$ cat src/rtl/reg_scoreboard_if.sv
// Decode/writeback handshake bundle for the register hazard scoreboard.
// The master (decode side) presents instructions and writebacks; the slave returns issue decisions.
interface reg_scoreboard_if;
    logic       issue_valid;
    logic [1:0] s_sel;
    logic [4:0] s_idx;
    logic [1:0] t_sel;
    logic [4:0] t_idx;
    logic [1:0] d_rw;
    logic [4:0] d_idx;
    logic       is_stop;
    logic [1:0] wb_rw;
    logic [4:0] wb_rd;
    logic       issue_ok;
    logic       stall;
    logic [6:0] outstanding;
    logic       idle;
    logic       err;

    modport master (
        output issue_valid, s_sel, s_idx, t_sel, t_idx, d_rw, d_idx, is_stop, wb_rw, wb_rd,
        input  issue_ok, stall, outstanding, idle, err
    );

    modport slave (
        input  issue_valid, s_sel, s_idx, t_sel, t_idx, d_rw, d_idx, is_stop, wb_rw, wb_rd,
        output issue_ok, stall, outstanding, idle, err
    );
endinterface

$ cat src/rtl/reg_scoreboard.sv
// Pending-write scoreboard for 32 GPRs and 32 FPRs; stalls issue on RAW/WAW hazards,
// a full outstanding-write window, or a stop instruction while writes are still in flight.
module reg_scoreboard #(
    parameter int MAX_OUTSTANDING = 8
) (
    input logic              clk,
    input logic              rstn,
    reg_scoreboard_if.slave  sb
);
    localparam logic [1:0] SEL_GPR = 2'b01;
    localparam logic [1:0] SEL_FPR = 2'b10;
    localparam logic [6:0] CNT_MAX = 7'(MAX_OUTSTANDING);

    logic [31:0] gpend, fpend, gpend_nxt, fpend_nxt;
    logic [6:0]  cnt, cnt_nxt;
    logic        err_r;
    logic        pend_s, pend_t, pend_d, pend_wb;
    logic        dest_wr, wb_wr, inc, dec;
    logic        stall_c, issue_ok_c;

    function automatic logic pend(input logic [1:0] sel, input logic [4:0] idx,
                                  input logic [31:0] g, input logic [31:0] f);
        case (sel)
            SEL_GPR: return g[idx];
            SEL_FPR: return f[idx];
            default: return 1'b0;
        endcase
    endfunction

    // Stall terms see registered state only, so a same-cycle writeback releases nothing.
    always_comb begin
        pend_s     = pend(sb.s_sel, sb.s_idx, gpend, fpend);
        pend_t     = pend(sb.t_sel, sb.t_idx, gpend, fpend);
        pend_d     = pend(sb.d_rw, sb.d_idx, gpend, fpend);
        pend_wb    = pend(sb.wb_rw, sb.wb_rd, gpend, fpend);
        dest_wr    = (sb.d_rw == SEL_GPR) || (sb.d_rw == SEL_FPR);
        wb_wr      = (sb.wb_rw == SEL_GPR) || (sb.wb_rw == SEL_FPR);
        stall_c    = sb.issue_valid && (pend_s || pend_t || pend_d ||
                                        (dest_wr && (cnt == CNT_MAX)) ||
                                        (sb.is_stop && (cnt != 7'd0)));
        issue_ok_c = sb.issue_valid && !stall_c;
        inc        = issue_ok_c && dest_wr;
        dec        = wb_wr && pend_wb;

        gpend_nxt = gpend;
        fpend_nxt = fpend;
        if (dec) begin
            if (sb.wb_rw == SEL_GPR) gpend_nxt[sb.wb_rd] = 1'b0;
            else                     fpend_nxt[sb.wb_rd] = 1'b0;
        end
        // Set is applied after clear so a forced set/clear collision leaves the bit set.
        if (inc) begin
            if (sb.d_rw == SEL_GPR) gpend_nxt[sb.d_idx] = 1'b1;
            else                    fpend_nxt[sb.d_idx] = 1'b1;
        end
        cnt_nxt = cnt + {6'd0, inc} - {6'd0, dec};
    end

    always_ff @(posedge clk or negedge rstn) begin
        if (!rstn) begin
            gpend <= '0;
            fpend <= '0;
            cnt   <= '0;
            err_r <= 1'b0;
        end else begin
            gpend <= gpend_nxt;
            fpend <= fpend_nxt;
            cnt   <= cnt_nxt;
            if (wb_wr && !pend_wb) err_r <= 1'b1;
        end
    end

    assign sb.stall       = stall_c;
    assign sb.issue_ok    = issue_ok_c;
    assign sb.outstanding = cnt;
    assign sb.idle        = (cnt == 7'd0);
    assign sb.err         = err_r;

    inv_cnt_matches_pend: assert property (@(posedge clk) disable iff (!rstn)
        32'(cnt) == ($countones(gpend) + $countones(fpend)));
endmodule

$ cat src/flat_wrapper.sv
// flat-port wrapper written by rule: the top's interface ports become plain ports
module reg_scoreboard_flat 
#(
    parameter int MAX_OUTSTANDING = 8
)
  (clk, rstn, sb_issue_valid, sb_s_sel, sb_s_idx, sb_t_sel, sb_t_idx, sb_d_rw, sb_d_idx, sb_is_stop, sb_wb_rw, sb_wb_rd, sb_issue_ok, sb_stall, sb_outstanding, sb_idle, sb_err);
  reg_scoreboard_if sb_i ();
  input logic clk;
  input logic rstn;
  input wire logic [$bits(sb_i.issue_valid)-1:0] sb_issue_valid;
  input wire logic [$bits(sb_i.s_sel)-1:0] sb_s_sel;
  input wire logic [$bits(sb_i.s_idx)-1:0] sb_s_idx;
  input wire logic [$bits(sb_i.t_sel)-1:0] sb_t_sel;
  input wire logic [$bits(sb_i.t_idx)-1:0] sb_t_idx;
  input wire logic [$bits(sb_i.d_rw)-1:0] sb_d_rw;
  input wire logic [$bits(sb_i.d_idx)-1:0] sb_d_idx;
  input wire logic [$bits(sb_i.is_stop)-1:0] sb_is_stop;
  input wire logic [$bits(sb_i.wb_rw)-1:0] sb_wb_rw;
  input wire logic [$bits(sb_i.wb_rd)-1:0] sb_wb_rd;
  output wire logic [$bits(sb_i.issue_ok)-1:0] sb_issue_ok;
  output wire logic [$bits(sb_i.stall)-1:0] sb_stall;
  output wire logic [$bits(sb_i.outstanding)-1:0] sb_outstanding;
  output wire logic [$bits(sb_i.idle)-1:0] sb_idle;
  output wire logic [$bits(sb_i.err)-1:0] sb_err;
  assign sb_i.issue_valid = sb_issue_valid;
  assign sb_i.s_sel = sb_s_sel;
  assign sb_i.s_idx = sb_s_idx;
  assign sb_i.t_sel = sb_t_sel;
  assign sb_i.t_idx = sb_t_idx;
  assign sb_i.d_rw = sb_d_rw;
  assign sb_i.d_idx = sb_d_idx;
  assign sb_i.is_stop = sb_is_stop;
  assign sb_i.wb_rw = sb_wb_rw;
  assign sb_i.wb_rd = sb_wb_rd;
  assign sb_issue_ok = sb_i.issue_ok;
  assign sb_stall = sb_i.stall;
  assign sb_outstanding = sb_i.outstanding;
  assign sb_idle = sb_i.idle;
  assign sb_err = sb_i.err;
  reg_scoreboard #(.MAX_OUTSTANDING(MAX_OUTSTANDING)) u_core (.clk(clk), .rstn(rstn), .sb(sb_i));
endmodule
$ cat config.mk
export PLATFORM = sky130hd
export DESIGN_NAME = reg_scoreboard_flat
export DESIGN_NICKNAME = d
export VERILOG_FILES = /design/src/rtl/reg_scoreboard_if.sv /design/src/rtl/reg_scoreboard.sv /design/src/flat_wrapper.sv
export SDC_FILE = /design/constraint.sdc
export NUM_CORES = 1
export LEC_CHECK = 0
export BUFFER_PORTS_ARGS = -buffer_cell sky130_fd_sc_hd__buf_4
export CORE_MARGIN = 2
export CORE_UTILIZATION = 65
export CTS_CLUSTER_DIAMETER = 150
export DETAILED_ROUTE_END_ITERATION = 7
export PLACE_DENSITY_LB_ADDON = 0.08
export SKIP_CTS_REPAIR_TIMING = 1
export SLEW_MARGIN = 20
export SYNTH_ARGS = -nofsm -noshare
export SYNTH_HDL_FRONTEND = slang
export SYNTH_SLANG_ARGS = --single-unit
$ cat constraint.sdc
create_clock -name clk -period 7.7 [get_ports clk]
set_input_delay 2.31 -clock clk [delete_from_list [all_inputs] [get_ports clk]]
set_output_delay 2.31 -clock clk [all_outputs]
set_load 0.05 [all_outputs]
Yosys cells after proc, flatten, opt, wreduce, memory -nomap -nowiden:

Cells that the tools add are included.

* register bits: 72
* input port bits: 32
* word-level logic and storage cells: 77

* add/subtract/negate cells: 2
* order comparisons: 6
* equality and inequality tests: 9
* muxes and demuxes: 32
* bitwise operators: 5
* reduce and logical (&&, ||, !) cells: 19

Operators by type and width (count)
* $mux W32: 8
* $and A32 B32 Y32: 2
* $or A32 B32 Y32: 2
* $bmux W1 S5: 8
* $not A32 Y32: 1
* $lt A5 B6 Y1 const B: 4
* $demux W1 S5: 2
* $ge A5 B1 Y1 const B: 2
* $mux W1: 10
* $logic_and A1 B1 Y1: 9
* $eq A2 B1 Y1 const B: 4
* $eq A2 B2 Y1 const B: 4
* $pmux W1 S2: 4
* $add A7 B1 Y7: 1
* $eq A7 B4 Y1 const B: 1
* $logic_not A7 Y1: 1
* $reduce_bool A7 Y1: 1
* $sub A7 B1 Y7: 1
* $logic_or A1 B1 Y1: 6
* $logic_not A1 Y1: 2

Depth between registers and ports, before layout:

* depth after elaboration: 13
* gate-level depth with buffers: 20

Worst setup path after synthesis:

Ideal clock, no wire load.

* path kind: input to output
* start: in sb_d_idx[1]
* end: out sb_issue_ok
* arrival: 5084 ps
* required time: 5390 ps
* path slack: 306 ps
* cell stages on the path: 10
* path buffers: 4
* path through: buf_2 -> buf_2 -> mux2_2 -> a32oi_1 -> o21ai_1 -> nor4_1 -> o311ai_1 -> buf_4 -> buf_4 -> nor3_1

* word-level cells in the longest chain between the ends: 9
* elaborated cells on any way between the ends: 11
* those cells by class: mux: 5; reduce/logical: 6

Ends and longest elaborated chain
* start, declared: RTL line flat_wrapper.sv:16 `input wire logic [$bits(sb_i.d_idx)-1:0] sb_d_idx;`
* $bmux W1 S5 (on tied branches): RTL line reg_scoreboard.sv:25, reg_scoreboard.sv:24
* $mux W1 (on tied branches): RTL line reg_scoreboard.sv:25, reg_scoreboard.sv:24
* $pmux W1 S2 (*): RTL line reg_scoreboard.sv:23 `case (sel)`
* $logic_or A1 B1 Y1 (*) (2 in series): RTL line reg_scoreboard.sv:38 `stall_c = sb.issue_valid && (pend_s || pend_t || pend_d ||`
* $logic_or A1 B1 Y1 (*): RTL line reg_scoreboard.sv:39 `(dest_wr && (cnt == CNT_MAX)) ||`
* $logic_and A1 B1 Y1 (*): RTL line reg_scoreboard.sv:38
* $logic_not A1 Y1 (*): RTL line reg_scoreboard.sv:41 `issue_ok_c = sb.issue_valid && !stall_c;`
* $logic_and A1 B1 Y1 (*): RTL line reg_scoreboard.sv:41
* end, declared: RTL line flat_wrapper.sv:20 `output wire logic [$bits(sb_i.issue_ok)-1:0] sb_issue_ok;`

Every way passes the cells marked *; elsewhere a longest branch is shown, timed or not. The select of a mux whose other input is x is not followed.

Worst setup path after layout:

Ends and elaborated chain as after synthesis.

==> flow_summary_export.csv <==
group,metric,value,unit
clock_tree,clock_sinks,72,
clock_tree,clk_latency,0.36,ns
detailed_routing,viasPerCell,8.16,
place,routabilityCongestion,0.975,
cells_and_area,final_nets,615,
detailed_routing,drt_first_pass_iters,6,
pwr,power.density,211,nW/µm²
die,row_count,35,
pwr,power.switching,0.562,mW
yosys,synth_cells,564,
grt,grt_util_all_layers,40.8,%
die,initial_utilization,67.7,%
grt,grt_max_degree,73,
sta,setup_viol,0,
yosys,synth_fp_nets,615,
sta,period_share,88.6,%
critical_path,end_kind,"primary output",
detailed_routing,wl_met1,7870,µm
grt,grt_overflow_total,0,
detailed_routing,wirelength,20300,µm
place,dp_cells,682,
critical_path,cp_top_family,"simple AND/OR/NAND/NOR gates",
critical_path,worst_path_largest_cell_delay,0.58,ns
clock_tree,cts_made_buffers,9,
cells_and_area,final_core_utilization,72.9,%
critical_path,path_depth,8,
job,drv_cap,0,
die,fp.dieW,103,µm
sta,setup_slack,0.875,ns
cells_and_area,fill_cells,662,
detailed_routing,wl_per_cell,29.1,µm
die,fp.dieH,103,µm
sta,slew_violations,0,
critical_path,crit_type,"input pin to primary output",
critical_path,cp_max_fo,31,
clock_tree,clockRootBuffer,"clkbuf_8",
critical_path,startpoint,"sb_d_idx[1]",
yosys,synth_edf_count,0,
pwr,peakVddDrop,0.000266,V
sta,rsz0062_at_grt,"no",
pwr,power_frac_seq,34.8,%
cells_and_area,area_delta_synth_final,7.65,%
yosys,async_flop_share,100,%
critical_path,crit_slowest_cell,"mux4_2",
critical_path,reg2reg_depth,17,
critical_path,rr_endpoint,"u_core.sb.outstanding[6]",
yosys,synth-seq-area-share,28.5,%
grt,grt_pass1_vias,5467,
critical_path,endpoint,"sb_issue_ok",
pwr,cellInternalPower,0.875,mW
critical_path,reg2reg_from,"u_core.sb.outstanding[4]",
yosys,ys_types,60,
die,io_pins,43,
grt,antenna_found_initial,1,
detailed_routing,drt-initial-drc-count,718,
outcome,status,"complete, no violations",
sta,holdWs,0.481,ns
detailed_routing,wl_met3,2620,µm
detailed_routing,met2_length,9010,µm
pwr,pwr-share-clk,26.5,%
worst_hold_path,holdPathStages,1,
clock_tree,clock_path_buffers,2,
place,preCtsSetupSlack,0.911,ns
critical_path,r2r_slack,3.58,ns
detailed_routing,via_count,5694,
detailed_routing,ant_nets,0,
sta,fin_setup_tns,0,ns
critical_path,critPathArrivalTime,4.51,ns
place,portBuffers,42,
clock_tree,cts_tree,"done",
yosys,syn_area,6310,µm²
critical_path,cp_num_buf_inv,2,
critical_path,critPathLaunchType,"input pin",
sta,clock_skew,0.00983,ns
sta,worst_pin_slew,1.05,ns
worst_hold_path,hp-class,"flip-flop to flip-flop",
sta,fmax,147,MHz
pwr,switching_share,39.1,%
clock_tree,cts.clk_slew.worst_paths,0.08,ns
clock_tree,htreeDepth,3,
critical_path,crit_chain,"buf_4, mux4_2, nand2_1, o21ai_1, nor4_1, o311ai_4, nor3_1, buf_4",
yosys,avgSynthCellArea,11.2,µm²
detailed_routing,topRoutingLayerUsed,"met5",
grt,grt_pass1_wl,31800,µm
cells_and_area,layout-drive-gt1-share,29.3,%
sta,hold_violations,0,
cells_and_area,finalNonFillerCells,698,
critical_path,cp_data_required_time,5.39,ns
sta,layout_min_cycle_time,6.82,ns
pwr,leakage,2.73,nW
cells_and_area,antenna_cells,0,
pwr,combPwrFrac,38.7,%
die,die_area,10500,µm²
yosys,synth-seq-cells,72,
place,dp_hpwl,14100,µm
critical_path,worst_path_most_repeated_cell,"buf_4",
sta,maxSlewHeadroom,29.9,%
yosys,synth_ff_type,"dfrtp_1",
die,core_area,9330,µm²
detailed_routing,drc,0,
yosys,yosysWarningCount,0,
-- metrics by stage --
stage | instance area (µm²) | total power [mW]
floorplan | 6310 | 0.895
global placement | 6550 | 1.03
detailed placement | 6550 | 1.05
CTS | 6800 | 1.43
global route | 6800 | 1.50
finish | 6800 | 1.44
-- worst register-to-register path, stage by stage (launching register included) --
cell and delay, ns:
dfrtp_1 0.40, inv_1 0.09, ha_1 0.15, nor4b_1 0.65
a221o_1 0.28, nor4_1 0.07, o311ai_4 0.31, buf_4 0.74
nor3_1 0.16, ha_1 0.24, inv_1 0.07, fa_1 0.20
nand2b_1 0.11, a21oi_1 0.07, o21ai_0 0.16, a21oi_1 0.09
nor2_1 0.11, xnor2_1 0.14
-- cells in the mapped netlist, types with 3 or more instances --
| library cell | n | area (µm²) |
|---|---|---|
| buf_6 | 5 | 56.3 |
| o21ai_0 | 4 | 20.0 |
| a21oi_1 | 9 | 45.0 |
| nor2_1 | 10 | 37.5 |
| or2_2 | 7 | 43.8 |
| dfrtp_1 | 72 | 1800 |
| nor4_1 | 3 | 18.8 |
| nand3b_1 | 4 | 30.0 |
| nand2_1 | 24 | 90.1 |
| nand3_1 | 11 | 55.1 |
| buf_1 | 5 | 18.8 |
| o41ai_2 | 20 | 325 |
| a21bo_2 | 8 | 80.1 |
| o22ai_1 | 6 | 37.5 |
| and3b_1 | 5 | 43.8 |
| nand2b_1 | 14 | 87.6 |
| xnor2_1 | 4 | 35.0 |
| or3b_2 | 3 | 26.3 |
| clkbuf_1 | 22 | 82.6 |
| nand4_1 | 4 | 25.0 |
| a221oi_1 | 3 | 26.3 |
| nor2b_1 | 5 | 31.3 |
| buf_4 | 7 | 52.6 |
| o41ai_1 | 59 | 517 |
| mux2i_1 | 19 | 190 |
| mux2_2 | 8 | 90.1 |
| a22oi_1 | 11 | 82.6 |
| buf_2 | 18 | 90.1 |
| nor3_1 | 11 | 55.1 |
| o31ai_1 | 38 | 285 |
| ha_1 | 18 | 225 |
| nor3b_1 | 7 | 52.6 |
| inv_1 | 31 | 116 |
| mux4_2 | 54 | 1220 |
-- state kept, by name, summed over array words and instances (netlist names) --
name and count:
u_core.gpend 32, u_core.sb.err 1, u_core.fpend 32, u_core.sb.outstanding 7
-- power groups by stage --
stage / logic [mW] / clock network (mW) / registers (mW)
6_report: 0.556 / 0.380 / 0.500
5_1_grt: 0.598 / 0.399 / 0.504
4_1_cts: 0.552 / 0.381 / 0.495
3_5_place_dp: 0.549 / 0 / 0.501
3_3_place_gp: 0.530 / 0 / 0.499
2_1_floorplan: 0.350 / 0 / 0.545
-- cells in the final DEF, fill, tap and decap left out, types with 9 or more instances in the layout --
master	Yosys	layout
dfrtp_1	72	72
o41ai_1	59	59
mux4_2	54	54
buf_4	7	46
o31ai_1	38	38
inv_1	31	31
nand2_1	24	24
o41ai_2	20	20
mux2i_1	19	19
ha_1	18	18
nand2b_1	14	14
a22oi_1	11	11
nor3_1	11	11
nand3_1	11	11
nor2_1	10	10
clkbuf_8	0	9
-- logic make-up (layout without fill, tap and decap cells) --
group | Yosys count | after routing | synth area share, %
xor gates and xnor gates | 6 | 6 | 0.832
DFF | 72 | 72 | 28.5
muxes | 83 | 83 | 24.1
adders and majority gates | 19 | 19 | 3.88
buffers and inverters | 88 | 93 | 6.60
and+or+nand+nor | 117 | 117 | 10.7
AOI/OAI and AO/OA | 179 | 179 | 25.3
-- cell type report --
type	instances	area (µm²)	share of cell area, %
multi-input combinational	404	4130	60.7
sequential	72	1800	26.5
timing repair buffer	46	345	5.08
tap	129	161	2.37
clock buffer	9	124	1.82
clock inverter	7	120	1.77
inverter	31	116	1.71
-- per-layer routing --
| metal | global-route usage [%] | vias to the layer above |
|---|---|---|
| li1 | - | 2329 |
| met3 | 9.69 | 74 |
| met4 | 17.5 | 2 |
| met2 | 60.3 | 497 |
| met5 | 0 | - |
| met1 | 58.2 | 2792 |
-- how the worst min path moves through the flow --
stage | startpoint | endpoint
floorplan | u_core.fpend[31] | u_core.fpend[31]
global placement | u_core.sb.err | u_core.sb.err
detailed placement | u_core.sb.err | u_core.sb.err
CTS | u_core.sb.err | u_core.sb.err
global route | u_core.sb.err | u_core.sb.err
finish | u_core.sb.err | u_core.sb.err
No activity file was read; power rests on OpenSTA's default activity.
